### src/rtl/apu_frame_sequencer.sv
// APU frame sequencer: divides CPU ticks into quarter/half-frame strobes
// and raises the frame IRQ in 4-step mode.
module apu_frame_sequencer #(
    parameter int CNT_W    = 16,
    parameter int STEP1    = 7457,
    parameter int STEP2    = 14913,
    parameter int STEP3    = 22371,
    parameter int STEP4    = 29829,
    parameter int STEP5    = 37281,
    parameter int WR_DELAY = 3
) (
    input  logic       clk,
    input  logic       rst,
    input  logic       cpu_ce,
    input  logic       fc_wr,
    input  logic [7:0] fc_data,
    input  logic       status_rd,
    output logic       quarter_frame,
    output logic       half_frame,
    output logic       frame_irq,
    output logic       mode_5step
);

    localparam int DLY_W = $clog2(WR_DELAY + 1);

    localparam logic [CNT_W-1:0] S1      = CNT_W'(STEP1);
    localparam logic [CNT_W-1:0] S2      = CNT_W'(STEP2);
    localparam logic [CNT_W-1:0] S3      = CNT_W'(STEP3);
    localparam logic [CNT_W-1:0] S4      = CNT_W'(STEP4);
    localparam logic [CNT_W-1:0] S5      = CNT_W'(STEP5);
    localparam logic [CNT_W-1:0] CNT_ONE = CNT_W'(1);

    localparam logic [DLY_W-1:0] DLY_INIT = DLY_W'(WR_DELAY);
    localparam logic [DLY_W-1:0] DLY_ONE  = DLY_W'(1);

    logic [CNT_W-1:0] cnt_q, cnt_d;
    logic [DLY_W-1:0] dly_q, dly_d;
    logic             pend_q, pend_d;
    logic             mode_q, mode_d;
    logic             inh_q, inh_d;
    logic             irq_q, irq_d;
    logic             qf_q, qf_d;
    logic             hf_q, hf_d;
    logic             irq_set;

    logic unused_data;
    assign unused_data = ^fc_data[5:0];

    always_comb begin
        cnt_d   = cnt_q;
        dly_d   = dly_q;
        pend_d  = pend_q;
        mode_d  = mode_q;
        inh_d   = inh_q;
        irq_d   = irq_q;
        qf_d    = 1'b0;
        hf_d    = 1'b0;
        irq_set = 1'b0;

        if (cpu_ce) begin
            if (pend_q && dly_q == DLY_ONE) begin
                // Delayed restart replaces this tick's step decode
                cnt_d  = '0;
                pend_d = 1'b0;
                qf_d   = mode_q;
                hf_d   = mode_q;
            end else begin
                if (pend_q) begin
                    dly_d = dly_q - DLY_ONE;
                end
                if (cnt_q == S1 || cnt_q == S3) begin
                    qf_d  = 1'b1;
                    cnt_d = cnt_q + CNT_ONE;
                end else if (cnt_q == S2) begin
                    qf_d  = 1'b1;
                    hf_d  = 1'b1;
                    cnt_d = cnt_q + CNT_ONE;
                end else if (!mode_q && cnt_q == S4) begin
                    qf_d    = 1'b1;
                    hf_d    = 1'b1;
                    irq_set = !inh_q;
                    cnt_d   = '0;
                end else if (!mode_q && cnt_q > S4) begin
                    // Left past the 4-step end by a mode switch
                    cnt_d = '0;
                end else if (mode_q && cnt_q == S5) begin
                    qf_d  = 1'b1;
                    hf_d  = 1'b1;
                    cnt_d = '0;
                end else if (cnt_q > S5) begin
                    cnt_d = '0;
                end else begin
                    cnt_d = cnt_q + CNT_ONE;
                end
            end
        end

        if (fc_wr) begin
            mode_d = fc_data[7];
            inh_d  = fc_data[6];
            dly_d  = DLY_INIT;
            pend_d = 1'b1;
        end

        if (status_rd) begin
            irq_d = 1'b0;
        end
        if (irq_set) begin
            irq_d = 1'b1;
        end
        if (fc_wr && fc_data[6]) begin
            irq_d = 1'b0;
        end
    end

    always_ff @(posedge clk) begin
        if (rst) begin
            cnt_q  <= '0;
            dly_q  <= '0;
            pend_q <= 1'b0;
            mode_q <= 1'b0;
            inh_q  <= 1'b0;
            irq_q  <= 1'b0;
            qf_q   <= 1'b0;
            hf_q   <= 1'b0;
        end else begin
            cnt_q  <= cnt_d;
            dly_q  <= dly_d;
            pend_q <= pend_d;
            mode_q <= mode_d;
            inh_q  <= inh_d;
            irq_q  <= irq_d;
            qf_q   <= qf_d;
            hf_q   <= hf_d;
        end
    end

    assign quarter_frame = qf_q;
    assign half_frame    = hf_q;
    assign frame_irq     = irq_q;
    assign mode_5step    = mode_q;

endmodule

### config.mk
export PLATFORM = sky130hd
export DESIGN_NAME = apu_frame_sequencer
export DESIGN_NICKNAME = d
export VERILOG_FILES = /design/src/rtl/apu_frame_sequencer.sv
export SDC_FILE = /design/constraint.sdc
export NUM_CORES = 1
export LEC_CHECK = 0
export BUFFER_PORTS_ARGS = -buffer_cell sky130_fd_sc_hd__buf_2
export CORE_ASPECT_RATIO = 2
export CORE_MARGIN = 5
export CORE_UTILIZATION = 30
export DETAILED_ROUTE_END_ITERATION = 8
export PLACE_DENSITY = 0.51
export SLEW_MARGIN = 30
export SYNTH_ARGS = -nofsm -noshare
export SYNTH_HDL_FRONTEND = slang
export SYNTH_SLANG_ARGS = --single-unit
### constraint.sdc
create_clock -name clk -period 3.8 [get_ports clk]
set_input_delay 0.19 -clock clk [delete_from_list [all_inputs] [get_ports clk]]
set_output_delay 0.19 -clock clk [all_outputs]
set_load 0.1 [all_outputs]
# Word level (Yosys, flattened, before mapping)
# Index checks and enable logic that the tools add are counted.
# classes
n_shift	0
magnitude_cmp	2
reduce_logical	16
div_mod_pow	0
n_mul	0
n_bitwise	1
muxes	29
add_sub_neg	2
n_eq_ne	7
# ops
cell	n
$mux W16	7
$eq A16 B15 Y1 const B	2
$mux W1	18
$add A16 B1 Y16 const B	1
$eq A16 B13 Y1 const B	1
$eq A16 B14 Y1 const B	1
$eq A16 B16 Y1 const B	1
$gt A16 B15 Y1 const B	1
$gt A16 B16 Y1 const B	1
$mux W2	4
$reduce_bool A2 Y1	4
$logic_and A1 B1 Y1	5
$reduce_or A2 Y1	2
$reduce_and A3 Y1	1
$eq A2 B1 Y1 const B	1
$logic_not A1 Y1	2
$ne A2 B2 Y1 const B	1
$reduce_and A2 Y1	1
$sub A2 B1 Y2 const B	1
$logic_or A1 B1 Y1	1
$not A1 Y1	1
# word_totals
mem_bits_ro	0
memories	0
regBits	24
wordCells	65
latchBits	0
ramBits	0
input_bits	13

# Longest topological paths before layout
# logic_depth
word_depth	8
ltp_mapped	9
mapped_depth_nobuf	8

# Worst setup path before layout
# Ideal clock, no wire load.
# synth_timing
path_kind	register to register
startpoint	register mode_q, in the netlist mode_5step
endpoint	register cnt_q[10]
synth_period_minus_slack_ns	2.060
slack_ns	1.740
setup_time_ns	0.071
n_path_buf	1
arrival_time_ns	1.989
path_stages_with_launch	6
path_cell_list	dfxtp_1 -> nor4b_2 -> a41oi_1 -> clkbuf_1 -> o211ai_1 -> a21oi_1
# synth_via
elab_chain_cells	7
word_cells_on_any_way	10
# synth_lines
item	line	source
from (decl)	39	logic mode_q, mode_d;
from (signal assigned)	130	mode_q <= mode_d;
$logic_and A1 B1 Y1 / $logic_not A1 Y1 (equally long branches)	86, 78, 83	
$mux W16 / $logic_and A1 B1 Y1 (equally long branches)	86, 83	
$mux W16	83	end else if (!mode_q && cnt_q > S4) begin
$mux W16 *	78	end else if (!mode_q && cnt_q == S4) begin
$mux W16 *	74	end else if (cnt_q == S2) begin
$mux W16 *	71	if (cnt_q == S1 || cnt_q == S3) begin
$mux W16 *	61	if (pend_q && dly_q == DLY_ONE) begin
to (signal assigned)	127	cnt_q <= cnt_d;
to (decl)	36	logic [CNT_W-1:0] cnt_q, cnt_d;
# Mark *: on every way between the ends. The rest lies on a longest branch, timed or not.
# A chain may end at the register's enable or synchronous reset.

# Final worst setup path
# layout_timing
startpoint	register cnt_q[2]
endpoint	register cnt_q[7]
# layout_via
elab_chain_cells	8
word_cells_on_any_way	19
# layout_lines
item	line	source
$add A16 B1 Y16 (tied with other cells)	73, 77, 93	
$mux W16 / $logic_and A1 B1 Y1 (equally long branches)	90, 86	
$mux W16	86	end else if (mode_q && cnt_q == S5) begin
$mux W16	83	
$mux W16	78	
$mux W16	74	
$mux W16 *	71	
$mux W16 *	61	
# Marked as above.

==> results.md <==
- Status: complete, no violations
- Cts bufs inserted: 3
- Clock Pin Slew Worst Setup and Hold Paths: 90 ps
- Largest net degree at the start of global routing: 24
- Post-route setup slack: 1280 ps
- CTS tree: done
- Hold Crit Class: in2reg
- Crit share post-route: 0.663
- Post-synth top area share: 0.302
- Sink Count: 24
- First drt pass iteration count: 4
- Die X: 61.5 µm
- Gate power share: 0.098
- Leak: 0.576 nW
- DR DRC count: 0
- Total gr overflow: 0
- RSZ-0062 raised after global routing: false
- Via/cell ratio: 5.46
- Dpl ws: 1260 ps
- Switching part of the total power: 0.270
- Number of synthesized register bits: 24
- Clk Latency, worst-skew pair: 270 ps
- Max Clock Freq: 397 MHz
- ANT cells: 0
- Setup_tns: 0 ps
- CTS max path bufs: 2
- Rel. slew slack: 0.350
- Gpl congestion: 0.743
- Via count: 1447
- Netlist cell types: 44
- Initial antenna violation count: 0
- Hpwl dp: 2960 µm
- Vias in the first global route: 1348
- Power Dens Cells: 280 nW/µm²
- Number of flops mapped to enable cells by yosys: 0
- Synthesis-to-layout area growth: 5.27%
- Count of buffers from port buffering: 10
- P_sw: 0.000126 W
- Post-CTS sizing: 0
- Worst setup EP type: flop
- Final antenna-violating net count: 0
- Cells on worst reg2reg path: 6
- I/O pin count: 17
- Most numerous cell in the Yosys netlist: nand2_1
- Post-CTS Hold Buffers: 0
- Drt wl/cell: 15.4 µm
- Crit path DAT: 2720 ps
- Peak supply drop: 0.130 mV
- CP max FO: 21
- Rows: 37
- Gr usage total: 0.125
- Most used routing layer: met2
- Cell count of the worst hold path: 3
- Crit path kind: reg2reg
- Die Ht: 113 µm
- Met2 usage: 0.238
- Nets: 226
- Clock Tree Root: clkbuf_8
- Synth top cells by count: 27 x nand2_1, 24 x dfxtp_1, 17 x a21oi_1
- Largest area contributor in the netlist: dfxtp_1
- Fin crit period: 2520 ps
- Async SR Flop Fraction: 0
- Required time worst endpoint: 4000 ps
- Share of cells above drive strength 1: 0.101
- Clock share of power: 0.339
- Max cap viols: 0
- Final Hold Fails: 0
- Post-CTS Setup Inserts: 0
- Max H-tree Level: 1
- Syn_nets: 227
- Met3 Use GR: 0.0137
- First-pass GRT wire length: 6530 µm
- Startpoint Class: flop
- Seq pwr share: 0.563
- Internal: 0.000342 W
- Register area share after synthesis: 0.302
- Yosys warnings: 0
- Synth area leaders: dfxtp_1 30%, nand2_1 6.4%, a21oi_1 5.4%
- Post-synth top flop: dfxtp_1
- Mapped Cells: 210
- Final wirelength: 4090 µm
- Initial Util: 0.309
- Die ar.: 6950 µm²
- Core area: 5140 µm²
- Setup Viol. Count Final: 0
- Iteration-0 DRC Markers: 50
- Mean Syn Cell Area: 7.57 µm²
- Final Skew: 4.28 ps
- Met1 GRT Util: 0.127
- Fin. max-slew vios: 0
- Worst slew pin tran: 962 ps
- Synth Cell Area: 1590 µm²
## final timing paths
kind | start | to | slack [ps]
max | cnt_q[2]$_SDFFE_PP0P_ | cnt_q[7]$_SDFFE_PP0P_ | 1280
min | fc_data[7] | mode_5step$_SDFFE_PP0P_ | 160
max reg2reg | cnt_q[2]$_SDFFE_PP0P_ | cnt_q[7]$_SDFFE_PP0P_ | 1280
min reg2reg | inh_q$_SDFFE_PP0P_ | inh_q$_SDFFE_PP0P_ | 520
## layout by cell type, fill, tap and decap left out, types with 2 or more instances in the layout
cell type / synthesis / final
a21oi_1: 17 / 17
a31oi_1: 6 / 6
and2_1: 6 / 6
and4_1: 2 / 2
buf_2: 4 / 10
clkbuf_8: 0 / 3
dfxtp_1: 24 / 24
ha_1: 4 / 4
inv_1: 10 / 10
mux2i_1: 2 / 2
nand2_1: 27 / 27
nand3_1: 12 / 12
nand4_1: 8 / 8
nand4b_1: 5 / 5
nor2_1: 16 / 16
nor2b_1: 6 / 6
nor3_1: 6 / 6
nor4_1: 4 / 4
o211ai_1: 9 / 9
o21a_1: 5 / 5
o21ai_0: 3 / 3
## flip-flops by register name (all words and copies together) (netlist names)
name,flops
half_frame,1
frame_irq,1
inh_q,1
pend_q,1
dly_q,2
quarter_frame,1
cnt_q,16
mode_5step,1
## area by class of cell
cell class / instances / area [µm²]
Sequential cell: 24 / 480
Timing Repair Buffer: 11 / 57.6
Multi-Input combinational cell: 158 / 981
Tap cell: 58 / 72.6
Fill cell: 572 / 3460
Clock buffer: 3 / 41.3
Inverter: 11 / 41.3
## critical path, stage by stage (launching register included)
cell and delay, ps:
dfxtp_1 430, or4_1 550, o221ai_1 170, a21oi_1 130, o31ai_4 790, o211ai_1 180, a21oi_1 200
## stage by stage
stage	power [W]	cell area, µm²	cells	utilization	hold slack [ps]
6_report	0.000468	1670	265	0.326	158
3_5_place_dp	0.000316	1630	262	0.318	439
4_1_cts	0.000475	1670	265	0.326	154
5_1_grt	0.000492	1670	265	0.326	152
2_1_floorplan	0.000303	1590	210	-	259
3_3_place_gp	0.000316	1630	262	0.318	433
## kinds of logic (layout without fill, tap and decap cells)
family / count (synthesis) / after routing / share of synthesized area
xor+xnor: 1 / 1 / 0.00551
mux: 2 / 2 / 0.0126
fa+ha+maj: 4 / 4 / 0.0315
buf+inv: 28 / 25 / 0.0810
flops: 24 / 24 / 0.302
compound gates: 48 / 48 / 0.205
simple gates: 103 / 103 / 0.363
## power groups by stage
| stage | clock (W) | sequential [W] | combinational [W] |
|---|---|---|---|
| after floorplan | 0 | 0.000273 | 0.0000296 |
| after global placement | 0 | 0.000269 | 0.0000463 |
| final | 0.000159 | 0.000263 | 0.0000458 |
| after CTS | 0.000164 | 0.000264 | 0.0000471 |
| after global routing | 0.000176 | 0.000265 | 0.0000512 |
| after detailed placement | 0 | 0.000269 | 0.0000470 |
## per-layer routing
layer	vias to the layer above	part of all wire
li1	753	-
met1	676	0.39
met2	14	0.57
met3	4	0.022
met4	0	0.020
met5	-	0
No activity file was read; power rests on OpenSTA's default activity.
